### config.mk
export PLATFORM = sky130hd
export DESIGN_NAME = sram_access_ctrl_flat
export DESIGN_NICKNAME = d
export VERILOG_FILES = /design/src/rtl/mem_ctrl_pkg.sv /design/src/rtl/sram_access_ctrl_if.sv /design/src/rtl/sram_access_ctrl.sv /design/src/flat_wrapper.sv
export SDC_FILE = /design/constraint.sdc
export NUM_CORES = 1
export LEC_CHECK = 0
export BUFFER_PORTS_ARGS = -buffer_cell sky130_fd_sc_hd__buf_2
export CAP_MARGIN = 20
export CORE_ASPECT_RATIO = 1.1
export CORE_MARGIN = 4
export CORE_UTILIZATION = 54
export DETAILED_ROUTE_END_ITERATION = 7
export GPL_ROUTABILITY_DRIVEN = 0
export PLACE_DENSITY = 0.88
export SKIP_LAST_GASP = 1
export SYNTH_ARGS = -nofsm -noshare
export SYNTH_HDL_FRONTEND = slang
export SYNTH_SLANG_ARGS = --single-unit
### constraint.sdc
create_clock -name clk -period 7.45 [get_ports clk]
set_input_delay 0.3725 -clock clk [delete_from_list [all_inputs] [get_ports clk]]
set_output_delay 0.3725 -clock clk [all_outputs]
set_load 0.005 [all_outputs]
### src/rtl/mem_ctrl_pkg.sv
// mem_ctrl_pkg: shared types and constants for the SRAM access controller
package mem_ctrl_pkg;
  typedef enum logic [1:0] {IDLE, LO, HI, DONE} state_t;
  localparam int SRAM_DW = 16;
  localparam logic [31:0] DEF_BASE_ADDR = 32'd1024;
  function automatic logic [31:0] word_of(input logic [31:0] addr, input logic [31:0] base);
    return (addr - base) >> 2;
  endfunction
endpackage

### src/rtl/sram_access_ctrl_if.sv
// sram_access_ctrl_if: CPU request side and 16-bit SRAM bus of the access controller
interface sram_access_ctrl_if #(parameter int SRAM_AW = 18);
  import mem_ctrl_pkg::*;
  logic rd_en;
  logic wr_en;
  logic [31:0] address;
  logic [31:0] wdata;
  logic [31:0] rdata;
  logic ready;
  logic [SRAM_AW-1:0] sram_addr;
  logic [SRAM_DW-1:0] sram_dq_out;
  logic [SRAM_DW-1:0] sram_dq_in;
  logic sram_dq_oe;
  logic sram_we_n;
  modport master (
    output rd_en, wr_en, address, wdata, sram_dq_in,
    input rdata, ready, sram_addr, sram_dq_out, sram_dq_oe, sram_we_n
  );
  modport slave (
    input rd_en, wr_en, address, wdata, sram_dq_in,
    output rdata, ready, sram_addr, sram_dq_out, sram_dq_oe, sram_we_n
  );
endinterface

### src/rtl/sram_access_ctrl.sv
// sram_access_ctrl: splits 32-bit loads/stores into two wait-stated 16-bit SRAM accesses
module sram_access_ctrl
  import mem_ctrl_pkg::*;
#(
  parameter int SRAM_AW = 18,
  parameter int WAIT_CYCLES = 2,
  parameter logic [31:0] BASE_ADDR = DEF_BASE_ADDR
) (
  input logic clk,
  input logic rst,
  sram_access_ctrl_if.slave bus
);
  localparam int CW = $clog2(WAIT_CYCLES + 1);
  localparam logic [CW-1:0] LAST = CW'(WAIT_CYCLES - 1);
  state_t state, state_d;
  logic [CW-1:0] cnt;
  logic op_wr;
  logic [31:0] addr_q;
  logic [15:0] wdata_hi_q;
  logic [31:0] rdata_q;
  logic [SRAM_AW-1:0] sram_addr_q;
  logic [SRAM_DW-1:0] dq_out_q;
  logic [SRAM_AW-2:0] word_in, word_q;
  logic req, busy, last;
  assign req = bus.rd_en | bus.wr_en;
  assign busy = (state == LO) || (state == HI);
  assign last = cnt == LAST;
  assign word_in = (SRAM_AW-1)'(word_of(bus.address, BASE_ADDR));
  assign word_q = (SRAM_AW-1)'(word_of(addr_q, BASE_ADDR));
  // next state: one pass through LO then HI, DONE lasts a single cycle
  always_comb begin
    state_d = state;
    unique case (state)
      IDLE: state_d = req ? LO : IDLE;
      LO: state_d = last ? HI : LO;
      HI: state_d = last ? DONE : HI;
      default: state_d = IDLE;
    endcase
  end
  // state register and per-half wait counter
  always_ff @(posedge clk or posedge rst) begin
    if (rst) begin
      state <= IDLE;
      cnt <= '0;
    end else begin
      state <= state_d;
      cnt <= (busy && !last) ? cnt + 1'b1 : '0;
    end
  end
  // request latch, SRAM address/data per half, and read data capture
  always_ff @(posedge clk or posedge rst) begin
    if (rst) begin
      op_wr <= 1'b0;
      addr_q <= '0;
      wdata_hi_q <= '0;
      rdata_q <= '0;
      sram_addr_q <= '0;
      dq_out_q <= '0;
    end else begin
      if (state == IDLE && req) begin
        op_wr <= bus.wr_en;
        addr_q <= bus.address;
        wdata_hi_q <= bus.wdata[31:16];
        sram_addr_q <= {word_in, 1'b0};
        dq_out_q <= bus.wdata[15:0];
      end
      if (state == LO && last) begin
        sram_addr_q <= {word_q, 1'b1};
        dq_out_q <= wdata_hi_q;
      end
      if (state == LO && last && !op_wr) rdata_q[15:0] <= bus.sram_dq_in;
      if (state == HI && last && !op_wr) rdata_q[31:16] <= bus.sram_dq_in;
    end
  end
  assign bus.ready = (state == IDLE) ? ~req : (state == DONE);
  assign bus.rdata = rdata_q;
  assign bus.sram_addr = sram_addr_q;
  assign bus.sram_dq_out = dq_out_q;
  assign bus.sram_dq_oe = busy & op_wr;
  assign bus.sram_we_n = ~(busy & op_wr & (!last || WAIT_CYCLES == 1));
endmodule

### src/flat_wrapper.sv
// flat-port wrapper written by rule: the top's interface ports become plain ports
module sram_access_ctrl_flat import mem_ctrl_pkg::*;
#(
  parameter int SRAM_AW = 18,
  parameter int WAIT_CYCLES = 2,
  parameter logic [31:0] BASE_ADDR = DEF_BASE_ADDR
)
  (clk, rst, bus_rd_en, bus_wr_en, bus_address, bus_wdata, bus_sram_dq_in, bus_rdata, bus_ready, bus_sram_addr, bus_sram_dq_out, bus_sram_dq_oe, bus_sram_we_n);
  sram_access_ctrl_if #(.SRAM_AW(SRAM_AW)) bus_i ();
  input logic clk;
  input logic rst;
  input wire logic [$bits(bus_i.rd_en)-1:0] bus_rd_en;
  input wire logic [$bits(bus_i.wr_en)-1:0] bus_wr_en;
  input wire logic [$bits(bus_i.address)-1:0] bus_address;
  input wire logic [$bits(bus_i.wdata)-1:0] bus_wdata;
  input wire logic [$bits(bus_i.sram_dq_in)-1:0] bus_sram_dq_in;
  output wire logic [$bits(bus_i.rdata)-1:0] bus_rdata;
  output wire logic [$bits(bus_i.ready)-1:0] bus_ready;
  output wire logic [$bits(bus_i.sram_addr)-1:0] bus_sram_addr;
  output wire logic [$bits(bus_i.sram_dq_out)-1:0] bus_sram_dq_out;
  output wire logic [$bits(bus_i.sram_dq_oe)-1:0] bus_sram_dq_oe;
  output wire logic [$bits(bus_i.sram_we_n)-1:0] bus_sram_we_n;
  assign bus_i.rd_en = bus_rd_en;
  assign bus_i.wr_en = bus_wr_en;
  assign bus_i.address = bus_address;
  assign bus_i.wdata = bus_wdata;
  assign bus_i.sram_dq_in = bus_sram_dq_in;
  assign bus_rdata = bus_i.rdata;
  assign bus_ready = bus_i.ready;
  assign bus_sram_addr = bus_i.sram_addr;
  assign bus_sram_dq_out = bus_i.sram_dq_out;
  assign bus_sram_dq_oe = bus_i.sram_dq_oe;
  assign bus_sram_we_n = bus_i.sram_we_n;
  sram_access_ctrl #(.SRAM_AW(SRAM_AW), .WAIT_CYCLES(WAIT_CYCLES), .BASE_ADDR(BASE_ADDR)) u_core (.clk(clk), .rst(rst), .bus(bus_i));
endmodule
---- Word-level counts from Yosys, hierarchy flattened ----
Cells that the tools add are included.
operators by class
  reduce and logical (&&, ||, !) cells .... 11
  mux-type cells .......................... 10
  bitwise operators ....................... 5
  add/subtract/negate cells ............... 3
  eq/ne operators ......................... 4
operators by type and width
  kind                    number
  $sub 19x11->19 const B  2
  $mux 18                 2
  $mux 16                 2
  $logic_and 1x1->1       6
  $pmux 2 s3              1
  $eq 2x1->1 const B      2
  $eq 2x2->1 const B      2
  $mux 2                  2
  $mux 1                  3
  $add 2x1->2 const B     1
  $and 1x1->1             2
  $logic_not 1->1         2
  $logic_not 2->1         1
  $not 1->1               2
  $reduce_bool 2->1       1
  $logic_or 1x1->1        1
  $or 1x1->1              1
storage, ports and cells
  register bits ........................... 106
  logic and storage cells ................. 42
  output and inout bits ................... 69

---- Longest topological paths before layout ----
  depth after elaboration ................. 5
  mapped depth ............................ 12
  mapped depth without buffers ............ 9

---- Worst setup path before layout ----
No wires, ideal clock.
  path kind ............................... reg2reg
  start ................................... register u_core.state[1]
  end ..................................... register u_core.sram_addr_q[15], in the netlist u_core.bus.sram_addr[15]
  setup slack ............................. 4555 ps
  arrival ................................. 2764 ps
  stages on the path, launching flop included .. 13
  clock period less this slack ............ 2895 ps
  path buffers ............................ 3
  path through ............................ dfrtp_1 -> inv_1 -> ha_1 -> buf_2 -> nand2_1 -> buf_2 -> buf_1 -> mux2i_1 -> ha_1 -> or4b_1 -> o211a_1 -> a21oi_1 -> o211ai_1
on the way
  word-level cells in the longest chain between the ends .. 3
RTL lines
  element                                               RTL line                                        source
  from (decl)                                           sram_access_ctrl.sv:15                          state_t state, state_d;
  from (signal assigned)                                sram_access_ctrl.sv:46                          state <= state_d;
  $eq 2x1->1 / $logic_not 2->1 (equally long branches)  sram_access_ctrl.sv:67, sram_access_ctrl.sv:60
  $logic_and 1x1->1 (on tied branches)                  sram_access_ctrl.sv:67, sram_access_ctrl.sv:60
  $mux 18 / $reduce_bool 2->1 (equally long branches)   --
  to (signal assigned)                                  sram_access_ctrl.sv:64                          sram_addr_q <= {word_in, 1'b0};
  to (signal assigned)                                  sram_access_ctrl.sv:68                          sram_addr_q <= {word_q, 1'b1};
  to (decl)                                             sram_access_ctrl.sv:21                          logic [SRAM_AW-1:0] sram_addr_q;
Several ways; a longest one is shown, not always the timed one.
A chain may end at the register's enable or synchronous reset.

---- Final worst setup path ----
Ends and elaborated chain as after synthesis.

==> results.cfg <==
[cells_and_area]
nets = 666
layout-drive-gt1-share_pct = 34.0
syn2layout_area_growth_pct = 21.0
diodes = 0
stdcell_area_mm2 = 0.00549

[critical_path]
crit_type = reg -> reg
critPathTopFamily = simple AND/OR/NAND/NOR gates
cp-end-kind = flip-flop
crit_top_cell = ha_1
critPathArrivalTime_ns = 3.78
crit_buf_inv = 2
slowest_delay_ns = 0.56
r2r_slack_ns = 3.91
cp-start-kind = flip-flop
worstPathRequired_ns = 7.69
cp_cell_sequence = inv_1 -> ha_1 -> nand2_2 -> buf_4 -> a21boi_0 -> ha_1 -> or4b_1 -> o211a_1 -> a21oi_1 -> o211ai_1
crit_slowest_cell = or4b_1
crit_fanout = 43

[clock_network]
cts_hold_buf = 0
path_clk_slew_ns = 0.10
cts_setup_buffers = 0
clock-root-buffer = clkbuf_8
cts_tree = done
cts_sinks = 104
clockBufferDepth = 2
cts_buffers = 9
cts_max_level = 3
post_cts_resized = 0
clk_latency_ns = 0.35

[global_routing]
gr-total-overflow = 0
grt_max_degree = 73
antenna_found_initial = 0
first_global_vias = 3677
grt_pass1_wl_um = 17300
grtUsageTotal_pct = 21.7

[timing]
rsz0062_at_grt = false
worst_pin_slew_ns = 0.893
skew_ns = 0.00946
fin_ws_ns = 3.91
final_hold_viol_count = 0
timing.fmax_ghz = 0.282
fin_tns_setup_ns = 0
finalSetupViolCount = 0
finalCriticalPeriod_ns = 3.54
slew_headroom_pct = 40.5
maxSlewViolCount = 0
min_period_over_period_pct = 47.5

[routing]
vias_per_cell = 5.39
wl_per_cell_um = 15.4
wl_um = 10600
drcViolationCount = 0
first_pass_iters = 6
dr.first_iter.drc_count = 207
num_vias = 3703
detail-route-antenna-nets = 0

[placed_design]
io_buffers = 137
dp_slack_ns = 3.99
place.detailed.hpwl_um = 7510
place_area_mm2 = 0.00529

[logic_synthesis]
synth.yosys.seq_area_share_pct = 57.4
avgSynthCellArea_um2 = 10.1
synth_top_area_share_pct = 57.4
yosys.area.top_type = dfrtp_1
yosys_warnings = 0
synth_top_cells_by_area = dfrtp_1 (57%), nand2_1 (12%), mux2_2 (8.4%), a31oi_1 (3.3%), nor2_1 (3.1%)
yosys_most_used_dff = dfrtp_1
synth-async-reset-ratio_pct = 100
synth_common_cells = nand2_1 (148), dfrtp_1 (104), nor2_1 (37)
netlist_instances = 448
synth_nets = 539
synth_edf_count = 0
netlist_area_mm2 = 0.00454
synth.most_common_cell = nand2_1
ys_ff_latch = 104
yosysUniqueCellTypes = 37

[outcome]
status = finished, final reports clean

[pwr]
total_power_mw = 2.37
power.density_mw_per_mm2 = 432
peakVddDrop_mv = 0.355
p_leak_nw = 2.82

[floorplanning]
placementRows = 34
fp.dieH_um = 104
core_area_mm2 = 0.00804
dieArea_mm2 = 0.00993
ios = 153
initial_core_util_pct = 56.4
die_w_um = 95.4

[hold_path]
hp-class = in -> async

[job]
drv_cap = 0
[sequential cells by signal, indices dropped and copies added, names as in the netlist]
register and cells:
u_core.bus.sram_dq_out 16, u_core.bus.sram_addr 18, u_core.wdata_hi_q 16, u_core.op_wr 1
u_core.bus.rdata 32, u_core.cnt 2, u_core.state 2, u_core.addr_q 17
[routing by layer]
layer / global-route usage, % / wire length (um) / vias to the layer above / part of all wire, %
li1: - / - / 1758 / -
met1: 27.6 / 4200 / 1787 / 40
met2: 37.1 / 5550 / 144 / 52
met3: 3.47 / 691 / 14 / 6.5
met4: 7.32 / 148 / 0 / 1.4
met5: 0 / 0 / - / 0
[stage by stage]
stage | util (%) | std cells | hold WS, ns
global placement | 65.8 | 671 | 0.381
finish | 68.3 | 687 | 0.00390
detailed placement | 65.8 | 671 | 0.395
global route | 68.3 | 687 | 0.0212
floorplan | - | 448 | 0.409
CTS | 68.0 | 686 | 0.00141
[worst register-to-register path: stages (launching register included)]
cell and delay [ns]:
dfrtp_1 0.43, inv_1 0.14, ha_1 0.43, nand2_2 0.35, buf_4 0.40, a21boi_0 0.30, ha_1 0.31, or4b_1 0.56
o211a_1 0.27, a21oi_1 0.13, o211ai_1 0.10
[worst paths after layout]
path / from / to / depth (start not counted)
setup / recovery: u_core.state[1]$_DFF_PP0_ / u_core.bus.sram_addr[15]$_DFFE_PP0P_ / 10
hold / removal: rst / u_core.bus.rdata[2]$_DFFE_PP0P_ / 2
setup reg to reg: u_core.state[1]$_DFF_PP0_ / u_core.bus.sram_addr[15]$_DFFE_PP0P_ / 10
hold reg to reg: u_core.cnt[0]$_DFF_PP0_ / u_core.cnt[0]$_DFF_PP0_ / 1
max in group asynchronous: rst / u_core.wdata_hi_q[11]$_DFFE_PP0P_ / 3
min in group clk: bus_wdata[20] / u_core.wdata_hi_q[4]$_DFFE_PP0P_ / 3
[logic make-up (layout without fill, tap and decap cells)]
group / Yosys count / count (layout) / synth area share (%)
AO/OA/AOI/OAI: 50 / 50 / 7.92
XOR/XNOR: 2 / 2 / 0.386
adder cells (fa/ha/maj): 7 / 7 / 1.93
buffers and inverters: 31 / 162 / 2.84
flip-flops: 104 / 104 / 57.4
multiplexers: 42 / 42 / 10.2
AND/OR/NAND/NOR: 212 / 212 / 19.3
[power by group]
part	leakage [nW]	internal [mW]	switching [mW]	total [mW]
clock network	0.0853	0.126	0.197	0.322
registers	1.25	0.856	0.162	1.02
logic	1.49	0.462	0.567	1.03
total	2.82	1.44	0.925	2.37
[area by class of cell]
| cell class | instances | area [um2] |
|---|---|---|
| Sequential cell | 104 | 2600 |
| Fill cell | 609 | 2550 |
| Multi-Input combinational cell | 313 | 1820 |
| Timing Repair Buffer | 141 | 728 |
| Tap cell | 108 | 135 |
| Clock buffer | 9 | 124 |
| Clock inverter | 6 | 55.1 |
| Inverter | 6 | 25.0 |
[cell usage in the layout, fill, tap and decap left out, types with 2 or more instances in the layout]
master,n
nor4_1,4
o211ai_1,2
a211oi_1,4
a21oi_1,5
and2_1,2
nand2_1,147
mux2_2,34
nor2_1,37
nor3_1,4
nand2b_1,2
clkinv_4,2
buf_2,137
inv_1,5
dfrtp_1,104
ha_1,7
nand3_1,6
nor4bb_1,3
o211a_1,3
mux2i_1,8
o21ai_0,3
a31oi_1,24
inv_8,2
clkbuf_8,9
buf_4,3
nand3b_1,3
clkinvlp_4,2
Note: power is estimated with default switching activity, not from simulation.
